### config.mk
export PLATFORM = sky130hd
export DESIGN_NAME = dcache_wport_arbiter
export DESIGN_NICKNAME = d
export VERILOG_FILES = /design/src/rtl/ariane_pkg.sv /design/src/rtl/dcache_wport_arbiter_rr_prio_pick.sv /design/src/rtl/dcache_wport_arbiter.sv
export SDC_FILE = /design/constraint.sdc
export NUM_CORES = 1
export LEC_CHECK = 0
export BUFFER_PORTS_ARGS = -buffer_cell sky130_fd_sc_hd__buf_2
export CAP_MARGIN = 20
export CORE_AREA = 4 4 132 134
export DETAILED_ROUTE_END_ITERATION = 10
export DIE_AREA = 0 0 136 138
export SYNTH_ARGS = -nofsm -noshare
export SYNTH_HDL_FRONTEND = slang
export SYNTH_HIERARCHICAL = 1
export SYNTH_SLANG_ARGS = --single-unit
### constraint.sdc
create_clock -name clk_i -period 8.2 [get_ports clk_i]
set_input_delay 0.82 -clock clk_i [delete_from_list [all_inputs] [get_ports clk_i]]
set_output_delay 0.82 -clock clk_i [all_outputs]
set_load 0.01 [all_outputs]
### src/rtl/ariane_pkg.sv
// rtl/ariane_pkg.sv - shared D$ request/response types and write-port arbiter enums
package ariane_pkg;

    localparam int DCACHE_WPORT_NR_REQ = 3;

    typedef struct packed {
        logic [11:0] address_index;
        logic [19:0] address_tag;
        logic [31:0] data_wdata;
        logic        data_req;
        logic        data_we;
        logic [3:0]  data_be;
        logic [1:0]  data_size;
        logic        kill_req;
        logic        tag_valid;
    } dcache_req_i_t;

    typedef struct packed {
        logic        data_gnt;
        logic        data_rvalid;
        logic [31:0] data_rdata;
    } dcache_req_o_t;

    typedef enum logic {
        WARB_IDLE,
        WARB_LOCKED
    } wport_arb_state_e;

endpackage

### src/rtl/dcache_wport_arbiter_rr_prio_pick.sv
// rtl/dcache_wport_arbiter_rr_prio_pick.sv - first set bit of a mask at/after a rotating pointer
module rr_prio_pick #(
    parameter int NR_REQ = 3
) (
    input  logic [NR_REQ-1:0]         mask,
    input  logic [$clog2(NR_REQ)-1:0] ptr,
    output logic                      valid,
    output logic [$clog2(NR_REQ)-1:0] idx
);

    localparam int IDX_W = $clog2(NR_REQ);

    int pos;

    // Walk offsets from ptr, wrapping NR_REQ-1 -> 0; the first hit wins.
    always_comb begin
        valid = 1'b0;
        idx   = '0;
        pos   = 0;
        for (int i = 0; i < NR_REQ; i++) begin
            pos = int'(ptr) + i;
            if (pos >= NR_REQ) begin
                pos = pos - NR_REQ;
            end
            if (!valid && mask[IDX_W'(pos)]) begin
                valid = 1'b1;
                idx   = IDX_W'(pos);
            end
        end
    end

endmodule

### src/rtl/dcache_wport_arbiter.sv
// rtl/dcache_wport_arbiter.sv - round-robin D$ write-port arbiter with starvation escalation and grant lock
module dcache_wport_arbiter
    import ariane_pkg::*;
#(
    parameter int NR_REQ   = DCACHE_WPORT_NR_REQ,
    parameter int MAX_WAIT = 15,
    parameter int WAIT_W   = 4
) (
    input  logic                clk_i,
    input  logic                rst_i,
    input  logic                flush_i,
    input  logic [NR_REQ-1:0]   req_i,
    input  dcache_req_i_t       req_data_i [NR_REQ],
    output logic [NR_REQ-1:0]   gnt_o,
    output logic                busy_o,
    output logic [NR_REQ-1:0]   starve_o,
    input  dcache_req_o_t       req_port_i,
    output dcache_req_i_t       req_port_o
);

    localparam int IDX_W = $clog2(NR_REQ);

    wport_arb_state_e  state_q, state_d;
    logic [IDX_W-1:0]  rr_ptr_q, rr_ptr_d;
    logic [IDX_W-1:0]  lock_idx_q, lock_idx_d;
    logic [WAIT_W-1:0] wait_cnt_q [NR_REQ];
    logic [NR_REQ-1:0] starve;
    logic              esc_valid, raw_valid;
    logic [IDX_W-1:0]  esc_idx, raw_idx, win_idx, sel_idx;
    logic              drive, active;
    logic              unused_rsp;

    assign unused_rsp = ^{req_port_i.data_rvalid, req_port_i.data_rdata};

    function automatic logic [IDX_W-1:0] rr_next(input logic [IDX_W-1:0] i);
        return (int'(i) == NR_REQ - 1) ? '0 : i + 1'b1;
    endfunction

    always_comb begin
        for (int k = 0; k < NR_REQ; k++) begin
            starve[k] = (wait_cnt_q[k] == WAIT_W'(MAX_WAIT));
        end
    end

    assign starve_o = starve;

    rr_prio_pick #(.NR_REQ(NR_REQ)) u_pick_esc (
        .mask  (starve & req_i),
        .ptr   (rr_ptr_q),
        .valid (esc_valid),
        .idx   (esc_idx)
    );

    rr_prio_pick #(.NR_REQ(NR_REQ)) u_pick_raw (
        .mask  (req_i),
        .ptr   (rr_ptr_q),
        .valid (raw_valid),
        .idx   (raw_idx)
    );

    assign win_idx = esc_valid ? esc_idx : raw_idx;

    always_comb begin
        state_d    = state_q;
        rr_ptr_d   = rr_ptr_q;
        lock_idx_d = lock_idx_q;
        sel_idx    = win_idx;
        drive      = 1'b0;
        active     = 1'b0;
        gnt_o      = '0;
        busy_o     = 1'b0;
        unique case (state_q)
            WARB_IDLE: begin
                drive = raw_valid;
                // A flush suppresses both the same-cycle grant and the lock.
                if (raw_valid && !flush_i) begin
                    active = 1'b1;
                    if (req_port_i.data_gnt) begin
                        gnt_o[win_idx] = 1'b1;
                        rr_ptr_d       = rr_next(win_idx);
                    end else begin
                        state_d    = WARB_LOCKED;
                        lock_idx_d = win_idx;
                    end
                end
            end
            WARB_LOCKED: begin
                sel_idx = lock_idx_q;
                drive   = 1'b1;
                busy_o  = 1'b1;
                if (!req_i[lock_idx_q]) begin
                    state_d = WARB_IDLE;
                end else begin
                    active = 1'b1;
                    if (req_port_i.data_gnt) begin
                        gnt_o[lock_idx_q] = 1'b1;
                        rr_ptr_d          = rr_next(lock_idx_q);
                        state_d           = WARB_IDLE;
                    end
                end
            end
            default: state_d = WARB_IDLE;
        endcase
        if (rst_i) begin
            drive  = 1'b0;
            active = 1'b0;
            gnt_o  = '0;
            busy_o = 1'b0;
        end
    end

    always_comb begin
        req_port_o = '0;
        if (drive) begin
            req_port_o          = req_data_i[sel_idx];
            req_port_o.data_req = active;
        end
    end

    always_ff @(posedge clk_i or posedge rst_i) begin
        if (rst_i) begin
            state_q    <= WARB_IDLE;
            rr_ptr_q   <= '0;
            lock_idx_q <= '0;
            for (int k = 0; k < NR_REQ; k++) begin
                wait_cnt_q[k] <= '0;
            end
        end else begin
            state_q    <= state_d;
            rr_ptr_q   <= rr_ptr_d;
            lock_idx_q <= lock_idx_d;
            for (int k = 0; k < NR_REQ; k++) begin
                if (gnt_o[k] || !req_i[k]) begin
                    wait_cnt_q[k] <= '0;
                end else if (wait_cnt_q[k] != WAIT_W'(MAX_WAIT)) begin
                    wait_cnt_q[k] <= wait_cnt_q[k] + 1'b1;
                end
            end
        end
    end

    // A locked requester must hold its request until granted.
    lock_hold: assert property (@(posedge clk_i) disable iff (rst_i)
        (state_q == WARB_LOCKED) |-> req_i[lock_idx_q]);

endmodule

# ---- After elaboration in Yosys (flattened, before gate mapping)
# Index checks and enable logic that the tools add are counted.
dict set report classes {
  reduce_logical 23
  addsub 10
  n_bitwise 4
  order_cmp 11
  eq_ne 12
  muxes 76
}
# operator n
set ops {}
lappend ops {{$mux W74} 3}
lappend ops {{$bmux W74 S2} 1}
lappend ops {{$mux W2} 17}
lappend ops {{$mux W1} 30}
lappend ops {{$mux W4} 6}
lappend ops {{$mux W3} 5}
lappend ops {{$bmux W1 S2} 7}
lappend ops {{$add A4 B1 Y4 const B} 3}
lappend ops {{$eq A4 B4 Y1 const B} 3}
lappend ops {{$lt A2 B4 Y1 const B} 3}
lappend ops {{$ne A4 B4 Y1 const B} 3}
lappend ops {{$logic_not A1 Y1} 8}
lappend ops {{$logic_and A1 B1 Y1} 7}
lappend ops {{$ge A3 B2 Y1 const B} 2}
lappend ops {{$lt A2 B3 Y1 const B} 2}
lappend ops {{$ne A2 B2 Y1 const B} 3}
lappend ops {{$pmux W1 S2} 3}
lappend ops {{$pmux W3 S2} 1}
lappend ops {{$reduce_bool A2 Y1} 3}
lappend ops {{$add A2 B1 Y2 const B} 2}
lappend ops {{$demux W1 S2} 2}
lappend ops {{$eq A2 B2 Y1 const B} 2}
lappend ops {{$ge A2 B1 Y1 const B} 2}
lappend ops {{$pmux W2 S2} 1}
lappend ops {{other kinds (13)} 17}
dict set report totals {
  reg_bits 17
  elab_cells 142
}

# ---- Longest topological paths before layout
# Gate-level depths: netlist of the first run.
dict set report depth {
  word_depth 23
  depth_mapped 14
  ltp_nobuf 11
}

# ---- Hierarchy
# Netlist of the first run, hierarchy kept.
# module area_per_inst_um2 n_inst cells_each
set modules_own_cells {}
lappend modules_own_cells {dcache_wport_arbiter 2738.9 1 285}
lappend modules_own_cells {rr_prio_pick 251.5 2 32}

# ---- Worst setup path before layout of the first run
# No wires, ideal clock.
dict set report synth_timing {
  path_type {register to output}
  start {register wait_cnt_q[8] in the netlist's numbering}
  end {output req_port_o[26] in the netlist's numbering}
  arrival_time_ps 2915
  path_stages_with_launch 14
  n_path_buf 3
  t_required_ps 7380
  slack_ps 4465
  path_cell_list {dfrtp_1 -> ha_1 -> and3_1 -> clkbuf_1 -> and2_1 -> mux2i_1 -> o21ai_1 -> nand4b_1 -> mux2_2 -> o21ai_2 -> buf_8 -> buf_8 -> mux2i_1 -> o2bb2ai_2}
}
# item line
set synth_lines {}
lappend synth_lines {{start: declaration} dcache_wport_arbiter.sv:26} ;# logic [WAIT_W-1:0] wait_cnt_q [NR_REQ];
lappend synth_lines {{start signal: indexed assignment} dcache_wport_arbiter.sv:136} ;# wait_cnt_q[k] <= wait_cnt_q[k] + 1'b1;
lappend synth_lines {{end: declaration} dcache_wport_arbiter.sv:18} ;# output dcache_req_i_t req_port_o

==> flow_summary.ini, run 1 <==
[status]
status = finished, final reports clean

[drt]
routedWlPerCell_microns = 17.2
via_per_inst = 4.61
drt_iter0_markers = 147
ant_nets = 0
drt-total-wl_microns = 14600
drc = 0
drt_pass1_iterations = 4
vias = 3927

[clock_tree]
post_cts_resize_count = 0
clock-sinks = 17
clock_latency_ns = 0.25
cts-buffers-inserted = 3
root_buffer = clkbuf_16
path_clk_slew_ns = 0.05
cts_hold_buf = 0
post_cts_buffers = 0
clockBufferDepth = 2
cts_tree = yes
htreeDepth = 1

[timing]
hold_violations = 0
timing.final.max_slew_violations = 0
fin_crit_ns = 5.06
slew-limit-headroom = 0.462
rsz0062_at_grt = no
setup_violations = 0
fin_crit_sh = 0.617
finalWorstSetupSlack_ns = 3.14
whs_ns = 0.506
setup-tns-final_ns = 0
tightest_slew_ns = 0.808
fmaxAchievable_mhz = 198
fin_worst_skew_ns = 0.000859

[synth]
synth_nets = 620
yosysSeqAreaShare = 0.131
synth_area_sq_um = 3240
synth_seq_cells = 17
netlist_instances = 349
yosysWarnings = 6
ys_types = 48
ys.flop_type = dfrtp_1
synth_edf_count = 0
ys_async_sr_fraction = 1.00
syn_area_per_cell_sq_um = 9.29

[final_layout]
seq_area_sq_um = 425
fin_nets = 903
nFillCells = 1778
diodes = 0
fin_area_sq_um = 4890
area_growth_pct = 50.7
multi_input_area_sq_um = 2520
drive_gt1_frac = 0.536
instances_no_fill = 851

[critical_path]
r2r_cells = 10
worstSetupEndpointType = output port
startpoint_type = flop
crit_type = flop to output port
r2r_setup_slack_ns = 5.07
rr_startpoint = wait_cnt_q[8]$_DFFE_PP0P_
worst_ep_required_time_ns = 7.38
r2r_end = wait_cnt_q[2]$_DFFE_PP0P_
crit_fanout = 53
cp.arrival_ns = 4.24

[place]
io_buffers = 306
gp_congestion = 0.845
dp.cells = 847
placed_cell_area_sq_um = 4810
post-place-ws_ns = 3.25
dpl.hpwl_microns = 12200

[min_path]
hold_depth = 1
min-delay-start = wait_cnt_q[3]$_DFFE_PP0P_
hold_path_class = flop to flop
hold_end = wait_cnt_q[3]$_DFFE_PP0P_

[floorplan]
coreArea_sq_um = 16300
io_pins = 343
die_x_microns = 136
die_h_microns = 138
initial_core_util = 0.199
rows = 47
die_area_sq_um = 18800

[grt]
grt_usage = 0.140
grt_overflow = 0
grt_max_degree = 74
antenna_found_initial = 1
grt_pass1_wl_microns = 21200
grt_pass1_vias = 3938

[power]
combPwrFrac = 0.854
irDropWorstVdd_mv = 0.164
p_seq_frac = 0.089
power.density_nw_per_um2 = 348
p_sw_frac = 0.526
p_switching_uw = 895
p_int_uw = 807
power_frac_clock = 0.057
p_leak_uw = 0.00266

[flow_run]
maxCapViolCount = 0
==> synthesized netlist by cell type, drive strengths merged (6+ instances only) <==
master | n | area, sq um
mux2i | 83 | 831
o2bb2ai | 73 | 708
buf | 27 | 275
nor2 | 24 | 90.1
dfrtp | 17 | 425
nand2 | 11 | 41.3
nor2b | 10 | 67.6
o21ai | 10 | 57.6
ha | 9 | 113
a31oi | 7 | 43.8
nor3b | 6 | 55.1
==> worst max-delay path by stage <==
stage / cells after the start / startpoint / endpoint
after floorplan: 13 / wait_cnt_q[8]$_DFFE_PP0P_ / req_port_o[26]
after global placement: 11 / req_i[2] / req_port_o[60]
after detailed placement: 11 / req_i[2] / req_port_o[60]
after CTS: 12 / wait_cnt_q[0]$_DFFE_PP0P_ / req_port_o[60]
after global routing: 12 / wait_cnt_q[0]$_DFFE_PP0P_ / req_port_o[65]
final: 12 / wait_cnt_q[0]$_DFFE_PP0P_ / req_port_o[60]
==> layer usage <==
layer  vias to the layer above  global-route usage  part of all wire
met4                         2              0.0191             0.013
met1                      1784               0.165              0.41
met3                        24              0.0792              0.15
met5                         -                   0           0.00048
li1                       1919                   -                 -
met2                       198               0.226              0.43
==> area by class of cell <==
type / count / area share
tap: 220 / 0.0563
inverter: 5 / 0.00384
clock buffer: 4 / 0.0161
sequential: 17 / 0.0871
multi-input combinational: 296 / 0.516
timing repair buffer: 309 / 0.321
==> registers in the layout (all words and copies together) (netlist names) <==
register and cells:
wait_cnt_q 12, lock_idx_q 2, rr_ptr_q 2, state_q 1
==> stage by stage <==
| stage | util | power [uW] |
|---|---|---|
| floorplan | - | 1290 |
| finish | 0.300 | 1700 |
| global placement | 0.295 | 1630 |
| global route | 0.300 | 1860 |
| CTS | 0.300 | 1740 |
| detailed placement | 0.295 | 1630 |
==> worst max-delay path: stages (launching register included) <==
cell       delay (ns)
dfrtp_1          0.41
ha_1             0.23
and3_1           0.27
and2_1           0.29
and2b_1          0.21
o31a_1           0.23
o31ai_1          0.39
and3b_1          0.24
nor2_1           0.09
o22ai_4          0.51
buf_4            0.64
o2bb2ai_1        0.24
buf_2            0.19
==> logic make-up (layout without fill, tap and decap cells) <==
kind of cell | Yosys count | in the layout | synth area share
flip-flops | 17 | 17 | 0.131
XOR/XNOR | 3 | 3 | 0.00811
AO/OA/AOI/OAI | 111 | 111 | 0.304
buffers and inverters | 36 | 318 | 0.0957
multiplexers | 88 | 88 | 0.274
AND/OR/NAND/NOR | 85 | 85 | 0.152
adder cells (fa/ha/maj) | 9 | 9 | 0.0347
==> power groups by stage <==
stage / combinational [uW] / sequential [uW] / clock (uW)
finish: 1450 / 152 / 97.1
global route: 1600 / 159 / 105
CTS: 1480 / 152 / 101
detailed placement: 1480 / 153 / 0
global placement: 1470 / 152 / 0
floorplan: 1160 / 136 / 0
==> layout by cell type, fill, tap and decap left out, types with 3 or more instances in the layout <==
cell type	n
ha_1	9
o2bb2ai_2	11
mux2i_1	83
buf_2	306
and3_1	3
and2b_1	3
o2bb2ai_1	62
inv_1	5
o21ai_0	4
nand3b_1	5
nor2_1	24
clkbuf_16	3
nand2_1	11
nor3b_1	4
and2_1	4
o21ai_1	4
nor3_1	5
a21oi_1	3
xnor2_1	3
nor2b_1	8
nand3_1	4
a31oi_1	7
dfrtp_1	17
mux2_2	5
nand2b_1	3
a211oi_1	3
No activity file was read; power rests on OpenSTA's default activity.
==> inputs of run 2 (changes only) <==
- ABC_AREA: unset -> 1
- CORE_AREA: 4 4 132 134 -> 4 4 130 132
- DIE_AREA: 0 0 136 138 -> 0 0 134 136
- PLACE_DENSITY: unset -> 0.67
- clock period: 8.2 -> 4.15 ns (I/O delays scaled with it)
==> run 2 against run 1 <==
  * Sequential share of layout area decreased by 2.3 points
  * Area after synthesis increased by 56%
  * Combinational power increased to 3.9 times the previous value
  * Design area increased by 35%
  * Final cell count increased by 53%
  * Flip-flop and latch count unchanged
  * Register-to-register slack got worse by 3.5 ns
  * Clock power increased by 100%
  * Routed wire length increased by 29%
  * Largest cell class unchanged
==> flow_summary.ini, run 2 <==
[final_layout]
fin_util = 0.420
area_growth_pct = 30.5
fin_area_sq_um = 6590
largest-register = wait_cnt_q
fin_nets = 1362
mostFrequentLayoutCells = 306 x buf_2, 189 x inv_1, 179 x nand3_1
diodes = 0
top_regs = wait_cnt_q: 12 flops, lock_idx_q: 2 flops, rr_ptr_q: 2 flops
largest_register_ffs = 12
drive_gt1_frac = 0.446
mostFrequentLayoutCell = buf_2

[timing]
setup-tns-final_ns = 0
fmaxAchievable_mhz = 267
timing.final.max_slew_violations = 0
fin_worst_skew_ns = 0.00149
fin_crit_sh = 0.903
rsz0062_at_grt = no
fin_crit_ns = 3.75
setup_violations = 0
slew-limit-headroom = 0.406
hold_violations = 0
whs_ns = 0.320
tightest_slew_ns = 0.892

[grt]
grt_util_met2 = 0.341
grt_pass1_vias = 5610
use_met1 = 0.245
grt_pass1_wl_microns = 28800
grt_overflow = 0
grt_max_degree = 75
antenna_found_initial = 0
grt_usage = 0.190
busiest_layer = met2
grt_util_met3 = 0.0181

[place]
io_buffers = 306
gp_congestion = 0.854
placed_cell_area_sq_um = 6510
dpl.hpwl_microns = 14300

[synth]
synth.area.top_cells = nand3_1 18%, nand3_2 15%, inv_1 14%
synth_area_sq_um = 5050
synth_nets = 1092
yosysTopAreaCellShare = 0.177
yosysMostFrequentCell = inv_1
yosysSeqAreaShare = 0.0842
ys.flop_type = dfrtp_1
yosysWarnings = 6
synth_seq_cells = 17
netlist_instances = 821
ys_async_sr_fraction = 1.00
syn_area_per_cell_sq_um = 6.15
synth_edf_count = 0
ys_types = 30
synth_common_cells = 189 x inv_1, 179 x nand3_1, 152 x nand2_1, 74 x nand3_2, 70 x a21oi_2
yosys.area.top_type = nand3_1

[critical_path]
startpoint_type = flop
crit_fanout = 36
r2r_end = rr_ptr_q[1]$_DFFE_PP0P_
cp_slowest_stage_delay_ns = 0.39
crit_type = flop to output port
slowest_stage = dfrtp_1
crit_buf_inv = 3
r2r_setup_slack_ns = 1.53
cpLargestDelayFamily = simple AND/OR/NAND/NOR gates
rr_startpoint = rr_ptr_q[0]$_DFFE_PP0P_
worstSetupEndpointType = output port
cp.arrival_ns = 3.33
worst_ep_required_time_ns = 3.73
r2r_cells = 15
crit_chain = ha_1 > nand3_1 > nor2_1 > inv_1 > o21ai_0 > nand2_2 > nand2_1 > or2_1 > nand2_1 > nand2_4 > nand2_2 > nand2_4 > buf_12 > nand3_1 > a21oi_2 > buf_2

[clock_tree]
cts-buffers-inserted = 3
root_buffer = clkbuf_16
path_clk_slew_ns = 0.05
clockBufferDepth = 2
post_cts_buffers = 0
htreeDepth = 1
clock_latency_ns = 0.25
clock-sinks = 17
cts_tree = yes

[drt]
drt-total-wl_microns = 18800
drt_pass1_iterations = 5
drt_iter0_markers = 278
routedWlPerCell_microns = 14.4
ant_nets = 0
vias = 6173
drc = 0
via_per_inst = 4.73

[power]
power_uw = 6160
power.density_nw_per_um2 = 934
irDropWorstVdd_mv = 0.626
p_leak_uw = 0.00413

[floorplan]
rows = 46
initial_core_util = 0.322
coreArea_sq_um = 15700
io_pins = 343
die_area_sq_um = 18200
die_x_microns = 134
die_h_microns = 136

[min_path]
hold_path_class = primary input to asynchronous set/reset pin

[flow_run]
maxCapViolCount = 0

[status]
status = finished, final reports clean
==> run 2: timing repair <==
action / in CTS / in global routing
setup endpoints to repair: 0 / 10
hold buffers: 0 / 0
resized for setup: 0 / 3
==> run 2: per-layer routing <==
metal,share of wire,up-vias
li1,-,3128
met1,0.42,2776
met2,0.49,247
met3,0.070,22
met4,0.020,0
met5,0,-
==> run 2: cell type report <==
cell class / count / area [sq um]
sequential: 17 / 425
tap: 216 / 270
timing repair buffer: 319 / 1730
clock inverter: 1 / 7.51
clock buffer: 3 / 75.1
inverter: 195 / 734
fill: 1667 / 9120
multi-input combinational: 555 / 3350
==> run 2: through the flow <==
stage	setup WS, ns	std cells
floorplan	1.39	821
global placement	0.624	1302
detailed placement	0.599	1302
CTS	0.323	1306
global route	0.0504	1306
finish	0.404	1306
==> run 2: power breakdown <==
group | switching [uW] | internal, uW
clock | 67.6 | 130
sequential | 56.1 | 202
combinational | 3630 | 2070
total | 3760 | 2400
==> run 2: how the worst max path moves through the flow <==
| stage | endpoint | startpoint | cells past startpoint |
|---|---|---|---|
| floorplan | req_port_o[0] | wait_cnt_q[4]$_DFFE_PP0P_ | 16 |
| global placement | req_port_o[22] | wait_cnt_q[4]$_DFFE_PP0P_ | 16 |
| detailed placement | req_port_o[51] | wait_cnt_q[4]$_DFFE_PP0P_ | 16 |
| CTS | req_port_o[51] | wait_cnt_q[4]$_DFFE_PP0P_ | 16 |
| global route | req_port_o[51] | wait_cnt_q[0]$_DFFE_PP0P_ | 16 |
| finish | req_port_o[51] | wait_cnt_q[0]$_DFFE_PP0P_ | 16 |
==> run 2: cell families after synthesis <==
kind of cell | after synthesis | synth area share
buffers and inverters | 249 | 0.256
AO/OA/AOI/OAI | 96 | 0.152
flip-flops | 17 | 0.0842
XOR/XNOR | 3 | 0.00520
AND/OR/NAND/NOR | 447 | 0.480
adder cells (fa/ha/maj) | 9 | 0.0223
==> inputs of run 3 (changes only) <==
- CORE_AREA: 4 4 130 132 -> 4 4 132 134
- CTS_BUF_LIST: unset -> sky130_fd_sc_hd__clkbuf_2
- DIE_AREA: 0 0 134 136 -> 0 0 136 138
- PLACE_DENSITY: 0.67 -> 0.65
==> run 3 against run 2 <==
  * Combinational power shrank 2%
  * Routed wire length down 0.26%
  * Worst setup slack improved by 0.048 ns
  * Non-clock buffer count up 4
  * Clock power is 60% lower
  * Flip-flop and latch count is the same
==> flow_summary.ini, run 3 (same netlist as run 2, synthesis figures left out) <==
[status]
status = finished, final reports clean

[final_layout]
mostFrequentLayoutCell = buf_2
top_regs = wait_cnt_q: 12 flops, lock_idx_q: 2 flops, rr_ptr_q: 2 flops
mostFrequentLayoutCells = 306 x buf_2, 189 x inv_1, 179 x nand3_1
drive_gt1_frac = 0.448
area_growth_pct = 29.1
nFillCells = 1815
largest_register_ffs = 12
fin_nets = 1366
largest-register = wait_cnt_q

[floorplan]
initial_core_util = 0.310
die_area_sq_um = 18800
coreArea_sq_um = 16300
die_x_microns = 136
io_pins = 343
die_h_microns = 138
rows = 47

[clock_tree]
clock_latency_ns = 0.31
clockBufferDepth = 2
htreeDepth = 1
post_cts_resize_count = 0
post_cts_buffers = 0
cts-buffers-inserted = 3
cts_hold_buf = 0
cts_tree = yes
root_buffer = clkbuf_2
clock-sinks = 17
path_clk_slew_ns = 0.18

[critical_path]
cpLargestDelayFamily = simple AND/OR/NAND/NOR gates
cp_slowest_stage_delay_ns = 0.42
worst_ep_required_time_ns = 3.73
crit_chain = ha_1 > nand3_1 > nor2_1 > inv_1 > o21ai_0 > nand2_2 > nand2_1 > or2_1 > nand2_1 > nand2_4 > nand2_2 > nand2_8 > buf_4 > nand3_1 > a21oi_2 > buf_2
slowest_stage = dfrtp_1
crit_type = flop to output port
crit_fanout = 27
worstSetupEndpointType = output port
startpoint_type = flop
cp.arrival_ns = 3.28
crit_buf_inv = 3

[timing]
setup-tns-final_ns = 0
whs_ns = 0.116
hold_violations = 0
fin_crit_sh = 0.891
fin_crit_ns = 3.70
timing.final.max_slew_violations = 0
rsz0062_at_grt = no
tightest_slew_ns = 0.716
fmaxAchievable_mhz = 270
fin_worst_skew_ns = 0.00749
slew-limit-headroom = 0.522
setup_violations = 0

[grt]
grt_overflow = 0
grt_usage = 0.183
grt_pass1_vias = 5701
grt_max_degree = 43
antenna_found_initial = 1
grt_pass1_wl_microns = 28700

[flow_run]
maxCapViolCount = 0

[drt]
vias = 6236
ant_nets = 0
drt-total-wl_microns = 18800
drt_iter0_markers = 292
routedWlPerCell_microns = 14.3
via_per_inst = 4.74
drt_pass1_iterations = 7
drc = 0

[power]
p_leak_uw = 0.00411
irDropWorstVdd_mv = 0.791
power.density_nw_per_um2 = 908

[place]
io_buffers = 306
dpl.hpwl_microns = 14400
gp_congestion = 0.926

[min_path]
hold_path_class = primary input to asynchronous set/reset pin
[run 3: changes by cell type in the layout (fill, tap and decap cells not counted), moves of 3 or more]
cell / change
buf_12: -4
clkbuf_2: +3
clkbuf_16: -3
buf_4: +7
[run 3: power breakdown]
group          switching, uW  internal [uW]
Sequential              54.8            201
Clock                   56.6           21.8
Combinational           3580           2000
Total                   3700           2230
[run 3: worst paths after layout]
path | start | slack (ns) | depth (start not counted) | to
worst max-delay path | wait_cnt_q[0]$_DFFE_PP0P_ | 0.45 | 16 | req_port_o[46]
worst min-delay path | rst_i | 0.12 | 3 | wait_cnt_q[0]$_DFFE_PP0P_
worst max register to register | rr_ptr_q[0]$_DFFE_PP0P_ | 1.41 | 15 | rr_ptr_q[1]$_DFFE_PP0P_
worst min register to register | wait_cnt_q[1]$_DFFE_PP0P_ | 0.57 | 2 | wait_cnt_q[1]$_DFFE_PP0P_
max in group asynchronous | rst_i | 3.83 | 3 | lock_idx_q[1]$_DFFE_PP0P_
min in group clk_i | req_port_i[33] | 0.30 | 2 | state_q$_DFF_PP0_
[run 3: tightest hold or removal path, stage by stage]
cell and delay (ns):
buf_2 0.12, inv_1 0.05, buf_4 0.26
[run 3: metrics by stage]
stage	cell area, sq um	total power [uW]	setup slack (ns)	instances	utilization
final	6520	5920	0.451	1315	0.400
after global routing	6520	6510	0.0276	1315	0.400
after CTS	6500	5960	0.278	1314	0.399
after detailed placement	6480	5880	0.674	1310	0.398
after global placement	6480	5830	0.720	1310	0.398
after floorplan	5050	4790	1.39	821	-
[run 3: layout make-up]
class                   instances  area (sq um)  share of cell area
flip-flops and latches         17           425              0.0652
well taps                     220           275              0.0422
clock inverters                 1          5.00            0.000767
diodes                          1          2.50            0.000384
multi-input cells             555          3350               0.514
clock buffers                   3          15.0             0.00230
repair buffers                323          1710               0.263
inverters                     195           732               0.112
[run 3: routing by layer]
| metal | up-vias | wire [microns] | track usage |
|---|---|---|---|
| met5 | - | 0 | 0 |
| met4 | 0 | 614 | 0.0546 |
| met3 | 33 | 1320 | 0.0200 |
| met2 | 229 | 9290 | 0.326 |
| met1 | 2832 | 7540 | 0.229 |
| li1 | 3142 | - | - |
